===== src/rtl/ws2811_pkg.sv =====
// Shared constants and state encoding for the WS2811 frame sequencer.
// Timing defaults assume a 50 MHz clock.
package ws2811_pkg;

  localparam int PIXEL_W              = 24;
  localparam int DEFAULT_BIT_PERIOD   = 125;
  localparam int DEFAULT_T0H          = 24;
  localparam int DEFAULT_T1H          = 60;
  localparam int DEFAULT_RESET_CYCLES = 2800;

  typedef enum logic [1:0] {
    IDLE,
    FETCH,
    SEND,
    LATCH
  } state_t;

endpackage


===== src/rtl/ws2811_bit_cell.sv =====
// One WS2811 bit cell: a high pulse of T1H or T0H cycles inside a BIT_PERIOD-cycle cell.
// A new cell may be started on the cycle cell_last is high, giving back-to-back cells.
module ws2811_bit_cell #(
  parameter int BIT_PERIOD = ws2811_pkg::DEFAULT_BIT_PERIOD,
  parameter int T0H        = ws2811_pkg::DEFAULT_T0H,
  parameter int T1H        = ws2811_pkg::DEFAULT_T1H
) (
  input  logic clk,
  input  logic rst_n,
  input  logic cell_start,
  input  logic bit_val,
  output logic dout,
  output logic cell_last
);

  logic [6:0] cnt_q, cnt_d;
  logic       bit_q, bit_d;
  logic       active_q, active_d;
  logic       dout_q, dout_d;

  assign cell_last = active_q && (cnt_q == 7'(BIT_PERIOD - 1));
  assign dout      = dout_q;

  always_comb begin
    cnt_d    = cnt_q;
    bit_d    = bit_q;
    active_d = active_q;
    if (cell_start) begin
      cnt_d    = '0;
      bit_d    = bit_val;
      active_d = 1'b1;
    end else if (cell_last) begin
      cnt_d    = '0;
      active_d = 1'b0;
    end else if (active_q) begin
      cnt_d = cnt_q + 7'd1;
    end
    // Line level is decided from the next count so dout is a plain flop output.
    dout_d = active_d && (cnt_d < (bit_d ? 7'(T1H) : 7'(T0H)));
  end

  always_ff @(posedge clk) begin
    if (!rst_n) begin
      cnt_q    <= '0;
      bit_q    <= 1'b0;
      active_q <= 1'b0;
      dout_q   <= 1'b0;
    end else begin
      cnt_q    <= cnt_d;
      bit_q    <= bit_d;
      active_q <= active_d;
      dout_q   <= dout_d;
    end
  end

endmodule


===== src/rtl/ws2811_frame_ctrl.sv =====
// WS2811 frame sequencer: fetches pixels over valid/ready, shifts them out MSB-first
// through the bit-cell encoder, then holds the line low for the latch period.
module ws2811_frame_ctrl
  import ws2811_pkg::*;
#(
  parameter int NUM_LEDS     = 50,
  parameter int BIT_PERIOD   = DEFAULT_BIT_PERIOD,
  parameter int T0H          = DEFAULT_T0H,
  parameter int T1H          = DEFAULT_T1H,
  parameter int RESET_CYCLES = DEFAULT_RESET_CYCLES,
  localparam int LIW         = (NUM_LEDS > 1) ? $clog2(NUM_LEDS) : 1
) (
  input  logic               clk,
  input  logic               rst_n,
  input  logic               start,
  input  logic               pix_valid,
  input  logic [PIXEL_W-1:0] pix_data,
  output logic               pix_ready,
  output logic               dout,
  output logic               busy,
  output logic               frame_done,
  output logic               underrun,
  output logic [LIW-1:0]     led_index
);

  localparam int ACW = $clog2(NUM_LEDS + 1);

  state_t             state_q, state_d;
  logic [4:0]         bit_cnt_q, bit_cnt_d;
  logic [LIW-1:0]     led_index_q, led_index_d;
  logic [11:0]        latch_cnt_q, latch_cnt_d;
  logic [PIXEL_W-1:0] shift_q, shift_d;
  logic [PIXEL_W-1:0] hold_q, hold_d;
  logic               hold_full_q, hold_full_d;
  logic [ACW-1:0]     acc_q, acc_d;
  logic               underrun_q, underrun_d;
  logic               busy_q, busy_d;
  logic               pix_ready_q, pix_ready_d;
  logic               frame_done_q, frame_done_d;
  logic               cell_start, cell_bit, cell_last;

  ws2811_bit_cell #(
    .BIT_PERIOD(BIT_PERIOD),
    .T0H       (T0H),
    .T1H       (T1H)
  ) u_bit_cell (
    .clk       (clk),
    .rst_n     (rst_n),
    .cell_start(cell_start),
    .bit_val   (cell_bit),
    .dout      (dout),
    .cell_last (cell_last)
  );

  always_comb begin
    state_d     = state_q;
    bit_cnt_d   = bit_cnt_q;
    led_index_d = led_index_q;
    latch_cnt_d = latch_cnt_q;
    shift_d     = shift_q;
    hold_d      = hold_q;
    hold_full_d = hold_full_q;
    acc_d       = acc_q;
    underrun_d  = underrun_q;
    cell_start  = 1'b0;
    cell_bit    = 1'b0;

    // pix_ready_q already excludes a full holding register, so no clash with a reload.
    if (pix_valid && pix_ready_q) begin
      hold_d      = pix_data;
      hold_full_d = 1'b1;
      acc_d       = acc_q + ACW'(1);
    end

    unique case (state_q)
      IDLE: begin
        if (start) begin
          state_d     = FETCH;
          underrun_d  = 1'b0;
          led_index_d = '0;
          acc_d       = '0;
          hold_full_d = 1'b0;
        end
      end
      FETCH: begin
        if (hold_full_q) begin
          shift_d     = hold_q;
          hold_full_d = 1'b0;
          bit_cnt_d   = 5'(PIXEL_W - 1);
          cell_start  = 1'b1;
          cell_bit    = hold_q[PIXEL_W-1];
          state_d     = SEND;
        end
      end
      SEND: begin
        if (cell_last) begin
          if (bit_cnt_q != 5'd0) begin
            // Rotate rather than shift; the wrapped bits are discarded at the next reload.
            shift_d    = {shift_q[PIXEL_W-2:0], shift_q[PIXEL_W-1]};
            bit_cnt_d  = bit_cnt_q - 5'd1;
            cell_start = 1'b1;
            cell_bit   = shift_q[PIXEL_W-2];
          end else if (led_index_q == LIW'(NUM_LEDS - 1)) begin
            state_d     = LATCH;
            latch_cnt_d = '0;
          end else if (hold_full_q) begin
            shift_d     = hold_q;
            hold_full_d = 1'b0;
            bit_cnt_d   = 5'(PIXEL_W - 1);
            led_index_d = led_index_q + LIW'(1);
            cell_start  = 1'b1;
            cell_bit    = hold_q[PIXEL_W-1];
          end else begin
            underrun_d  = 1'b1;
            state_d     = LATCH;
            latch_cnt_d = '0;
          end
        end
      end
      LATCH: begin
        if (latch_cnt_q == 12'(RESET_CYCLES - 1)) begin
          state_d = IDLE;
        end else begin
          latch_cnt_d = latch_cnt_q + 12'd1;
        end
      end
      default: state_d = IDLE;
    endcase

    busy_d       = (state_d != IDLE);
    pix_ready_d  = busy_d && !hold_full_d && (acc_d < ACW'(NUM_LEDS));
    frame_done_d = (state_d == LATCH) && (latch_cnt_d == 12'(RESET_CYCLES - 1));
  end

  always_ff @(posedge clk) begin
    if (!rst_n) begin
      state_q      <= IDLE;
      bit_cnt_q    <= '0;
      led_index_q  <= '0;
      latch_cnt_q  <= '0;
      shift_q      <= '0;
      hold_q       <= '0;
      hold_full_q  <= 1'b0;
      acc_q        <= '0;
      underrun_q   <= 1'b0;
      busy_q       <= 1'b0;
      pix_ready_q  <= 1'b0;
      frame_done_q <= 1'b0;
    end else begin
      state_q      <= state_d;
      bit_cnt_q    <= bit_cnt_d;
      led_index_q  <= led_index_d;
      latch_cnt_q  <= latch_cnt_d;
      shift_q      <= shift_d;
      hold_q       <= hold_d;
      hold_full_q  <= hold_full_d;
      acc_q        <= acc_d;
      underrun_q   <= underrun_d;
      busy_q       <= busy_d;
      pix_ready_q  <= pix_ready_d;
      frame_done_q <= frame_done_d;
    end
  end

  assign pix_ready  = pix_ready_q;
  assign busy       = busy_q;
  assign frame_done = frame_done_q;
  assign underrun   = underrun_q;
  assign led_index  = led_index_q;

endmodule


===== config.mk =====
export PLATFORM = sky130hd
export DESIGN_NAME = ws2811_frame_ctrl
export DESIGN_NICKNAME = d
export VERILOG_FILES = /design/src/rtl/ws2811_pkg.sv /design/src/rtl/ws2811_bit_cell.sv /design/src/rtl/ws2811_frame_ctrl.sv
export SDC_FILE = /design/constraint.sdc
export NUM_CORES = 1
export LEC_CHECK = 0
export ABC_AREA = 0
export CORE_ASPECT_RATIO = 0.8
export CORE_MARGIN = 1
export CORE_UTILIZATION = 55
export CTS_BUF_LIST = sky130_fd_sc_hd__clkbuf_4
export CTS_CLUSTER_DIAMETER = 200
export DETAILED_ROUTE_END_ITERATION = 16
export DONT_BUFFER_PORTS = 1
export PLACE_DENSITY = 0.73
export SYNTH_ARGS = -nofsm -noshare
export SYNTH_HDL_FRONTEND = slang
export SYNTH_SLANG_ARGS = --single-unit

===== constraint.sdc =====
create_clock -name clk -period 5.48 [get_ports clk]
set_input_delay 1.644 -clock clk [delete_from_list [all_inputs] [get_ports clk]]
set_output_delay 1.644 -clock clk [all_outputs]
set_load 0.02 [all_outputs]

After elaboration in Yosys (flattened, before gate mapping)

Cells that the tools add are included.

Add/sub/neg operators: 5
$lt $le $gt $ge: 2
Equal/unequal tests: 15
Mux-type cells: 63
Reduce and logical (&&, ||, !) cells: 15

Operator list:

| kind                                                            | count |
|---|---|
| 24-bit two-way mux                                              | 4 |
| 12-bit two-way mux                                              | 5 |
| 6-bit two-way mux                                               | 9 |
| 24-bit one-hot mux with 2 select lines                          | 1 |
| 12-bit == test, second input constant                           | 2 |
| 12-bit one-hot mux with 2 select lines                          | 1 |
| 1-bit two-way mux                                               | 22 |
| 7-bit two-way mux                                               | 3 |
| 5-bit two-way mux                                               | 4 |
| 2-bit two-way mux                                               | 7 |
| 12-bit by 1-bit adder with 12-bit output, second input constant | 1 |
| 6-bit by 1-bit adder with 6-bit output, second input constant   | 2 |
| 2-bit inequality test, second input constant                    | 6 |
| 6-bit one-hot mux with 2 select lines                           | 1 |
| 6-bit AND reduction                                             | 2 |
| 5-bit one-hot mux with 2 select lines                           | 1 |
| 2-bit one-hot mux with 4 select lines                           | 1 |
| 7-bit by 1-bit adder with 7-bit output, second input constant   | 1 |
| 7-bit == test, second input constant                            | 1 |
| 7-bit less-than comparator                                      | 1 |
| 2-bit == test, second input constant                            | 3 |
| 6-bit == test, second input constant                            | 1 |
| 1-bit logical AND                                               | 6 |
| 6-bit less-than comparator, second input constant               | 1 |
| 10 further kinds                                                | 14 |

Register bits: 94
Input port bits: 28
Output and inout bits: 11
Word-level logic and storage cells: 116

Logic depth before layout (Yosys ltp)

Depth in word-level cells: 10
Mapped depth: 12
Depth with buffers taken out: 12

Hierarchy

From an unflattened synthesis, not the netlist that was laid out.

Cells, all modules: 584
Area, all modules: 4815.9 sq um

Modules (own cells, without submodules):

| module            | times used | cells an instance | area an instance (sq um) | sequential area each (sq um) |
|---|---|---|---|---|
| ws2811_frame_ctrl | 1          | 522               | 4281.6                   | 1681.6 |
| ws2811_bit_cell   | 1          | 62                | 534.3                    | 200.2 |

Worst setup path before layout

No wires, ideal clock.

Kind: in2reg
Start point: in pix_valid
End point: reg pix_ready_q, in the netlist pix_ready
Library setup time: 0.116 ns
Arrival time: 2.722 ns
Required time: 5.364 ns
Slack: 2.643 ns
Stages on the path: 6
Path buffers: 0
Cells stage by stage: and2_1 -> and4_1 -> o21ai_0 -> a32oi_1 -> a221o_1 -> and3_1

Word-level cells in the longest chain between the ends: 10
Elaborated cells on any way between the ends: 15
Those cells by class: 1 x order compare; 10 x mux; 4 x reduce/logical

Ends and longest elaborated chain:

| element                               | RTL line                                          | text |
|---|---|---|
| start: declaration                    | ws2811_frame_ctrl.sv:16                           | `input logic pix_valid,` |
| 1-bit logical AND *                   | ws2811_frame_ctrl.sv:69                           | `if (pix_valid && pix_ready_q) begin` |
| 1-bit two-way mux                     | ws2811_frame_ctrl.sv:69                           |  |
| 1-bit two-way mux                     | ws2811_frame_ctrl.sv:86, ws2811_frame_ctrl.sv:106 |  |
| 1-bit two-way mux                     | ws2811_frame_ctrl.sv:103                          | `end else if (led_index_q == LIW'(NUM_LEDS - 1)) begin` |
| 1-bit two-way mux                     | ws2811_frame_ctrl.sv:97                           | `if (bit_cnt_q != 5'd0) begin` |
| 1-bit two-way mux                     | ws2811_frame_ctrl.sv:96                           | `if (cell_last) begin` |
| 1-bit one-hot mux with 3 select lines | ws2811_frame_ctrl.sv:75                           | `unique case (state_q)` |
| 1-bit logical NOT                     | ws2811_frame_ctrl.sv:131                          | `pix_ready_d = busy_d && !hold_full_d && (acc_d < ACW'(NUM_LEDS));` |
| 1-bit logical AND                     | ws2811_frame_ctrl.sv:131                          |  |
| 1-bit logical AND *                   | ws2811_frame_ctrl.sv:131                          |  |
| end signal: assignment                | ws2811_frame_ctrl.sv:160                          | `pix_ready_q <= pix_ready_d;` |
| end: declaration                      | ws2811_frame_ctrl.sv:38                           | `logic pix_ready_q, pix_ready_d;` |

Mark *: on every way between the ends. The rest lies on a longest branch, timed or not.
A chain may end at the register's enable or synchronous reset.

Worst setup path after layout

Ends and elaborated chain as after synthesis.

==> reports/results.ini <==
[status]
status=finished clean

[placement]
io_buffers=0
place_area_sq_um=4650
dp_hpwl_mm=6.70
gp_congestion=0.833

[global_route]
antenna_found_initial=0
grt_overflow_total=0
grt_use_total_pct=24.2
grt_pass1_wl_mm=17.2
grt_max_degree=51
grt_pass1_vias=3696

[power_and_ir_drop]
power.total_mw=1.10
powerDensity_nw_per_um2=232
peakVddDrop_v=0.000159
leakagePower_nw=1.63

[die]
dieArea_sq_um=8780
coreArea_sq_um=8060
rows=29
fp.dieW_um=105
start_util_pct=57.4
io_pins=39
die_h_um=84.0

[route]
drt-total-wl_mm=9.99
first_pass_iters=5
drc=0
vias=4026
antenna_left=0
viasPerCell=6.04
wire_per_inst_um=15.0
drt_iter0_drc=196

[worst_setup_path]
r2r-start=state_q[0]$_SDFF_PN0_
r2r_cells=7
crit_required_ns=5.84
worstPathMaxFanout=32
reg2reg_to=shift_q[23]$_SDFFE_PN0P_
reg2reg_slack_ns=2.48
path_cells=and2_1 -> and4_1 -> nand4_1 -> o31ai_1 -> a32oi_1 -> a221o_1 -> and3_1
critPathLaunchType=primary input
end_kind=register
crit_type=in2reg
path_buf_inv=0
arrival_ns=3.60
slowest_delay_ns=0.84
cpLargestDelayFamily=simple AND/OR/NAND/NOR gates
slowest_stage=and2_1

[timing]
period_share_pct=59.1
final-hold-violation-count=0
rsz0062_at_grt=false
fin_crit_ns=3.24
setup_tns_ns=0
worstMarginPinSlew_ns=1.25
slew_violations=0
relSlewSlack_pct=16.5
fmax_ghz=0.309
fin_worst_skew_ns=0.0207
setup_viol=0

[clocking]
cts.sink_count=94
clkLatencyLatePin_ns=0.46
clock-root-buffer=clkbuf_4
hold_buffers=0
clk_path_buf_depth=2
clk_pin_slew_ns=0.13
cts-resized-gates=0
postCtsSetupRepairBufs=0
h-tree-depth=3
cts_tree=built
cts_buffers=9

[finish]
nNetsFinal=598
final_util_pct=58.8
layout_commonest_cell=dfxtp_1
final_cell_mix=94 x dfxtp_1, 86 x nand2_1, 65 x nor2_1
design_area_sq_um=4740
drive_above_1_share_pct=9.48
syn_to_final_growth_pct=2.41
n_antenna_cell=0
n_fill_cell=746

[flow_run]
cap_viol_max_count=0

[min_path]
hp-start=hold_q[16]$_SDFFE_PN0P_
hold_path.class=reg2reg
whs_path_depth=2
min_to=hold_q[16]$_SDFFE_PN0P_

[logic_synthesis]
synth_nets=619
synth_flop_cell=dfxtp_1
synth_cell_types=61
ys_seq_area_share_pct=40.7
async_flop_share_pct=0
ys_seq_elements=94
avgSynthCellArea_sq_um=8.00
synth_edf_count=0
synth_area_sq_um=4630
synthCells=578
synth_warnings=0

worst register-to-register path, stage by stage (launching register included):
cell and delay, ns:
dfxtp_1 0.37, inv_1 0.12, ha_1 0.64, nand2_1 0.10
buf_4 0.31, o22ai_2 1.03, o22ai_1 0.15, and2_1 0.20
stage by stage:
stage               worst slack [ns]  cells  hold WS (ns)
CTS                             2.24    667         0.466
finish                          2.24    667         0.463
global placement                1.80    654         0.444
floorplan                       2.64    578         0.436
global route                    2.01    667         0.489
detailed placement              1.73    654         0.447
state kept, by name, summed over array words and instances (netlist names), 2 cells and up:
register and flops:
acc_q 6, bit_cnt_q 5, hold_q 24, latch_cnt_q 12, led_index 6, shift_q 24, state_q 2, u_bit_cell.cnt_q 7
where the power goes:
part           internal (mW)  leakage [nW]  switching, mW  total [mW]
combinational         0.0285         0.818         0.0514      0.0800
sequential             0.698         0.760         0.0174       0.716
clock                 0.0891        0.0577          0.214       0.303
kinds of logic (layout without fill, tap and decap cells):
family	Yosys count	after routing	synth area share (%)
adder cells (fa/ha/maj)	13	13	3.52
buffers and inverters	75	56	6.33
AO/OA/AOI/OAI	148	148	22.3
XOR/XNOR	13	13	2.46
AND/OR/NAND/NOR	231	231	23.7
flip-flops	94	94	40.7
multiplexers	4	4	0.974
layout make-up:
cell class	count	area, sq um	area share [%]
well taps	108	135	2.85
inverters	40	150	3.17
clock buffers	10	75.1	1.58
clock inverters	3	15.0	0.317
multi-input cells	409	2460	51.9
repair buffers	3	22.5	0.475
flip-flops and latches	94	1880	39.7
synthesized netlist by cell type, types with 3 or more instances:
cell type / n / area (sq um)
o31ai_1: 3 / 22.5
inv_1: 39 / 146
a31oi_1: 32 / 200
nand2_1: 86 / 323
xnor2_1: 4 / 35.0
and3_1: 9 / 56.3
nor4_1: 5 / 31.3
and2_1: 9 / 56.3
o21ai_0: 17 / 85.1
a211oi_1: 4 / 30.0
o221a_2: 24 / 270
dfxtp_1: 94 / 1880
buf_1: 3 / 11.3
o22ai_1: 6 / 37.5
nor2_1: 65 / 244
nor3_1: 8 / 40.0
a21oi_1: 43 / 215
nor4b_1: 3 / 26.3
nand3_1: 15 / 75.1
or3_1: 4 / 25.0
clkbuf_1: 25 / 93.8
nand4_1: 8 / 50.1
buf_2: 6 / 30.0
ha_1: 13 / 163
xor2_1: 9 / 78.8
nand4b_1: 3 / 26.3
how the worst max path moves through the flow:
stage	end	cells past startpoint	from
after detailed placement	pix_ready$_SDFF_PN0_	7	pix_valid
after global placement	pix_ready$_SDFF_PN0_	7	pix_valid
after global routing	pix_ready$_SDFF_PN0_	6	pix_valid
after floorplan	pix_ready$_SDFF_PN0_	6	pix_valid
after CTS	pix_ready$_SDFF_PN0_	7	pix_valid
final	pix_ready$_SDFF_PN0_	7	pix_valid
metal layers:
layer  up-vias  track usage [%]  share of wire, %
li1       2001                -                 -
met1      1904             32.0                48
met2       109             37.9                45
met3        12             6.79               6.3
met4         0             7.92               1.1
met5         -                0                 0
Note: power is estimated with default switching activity, not from simulation.
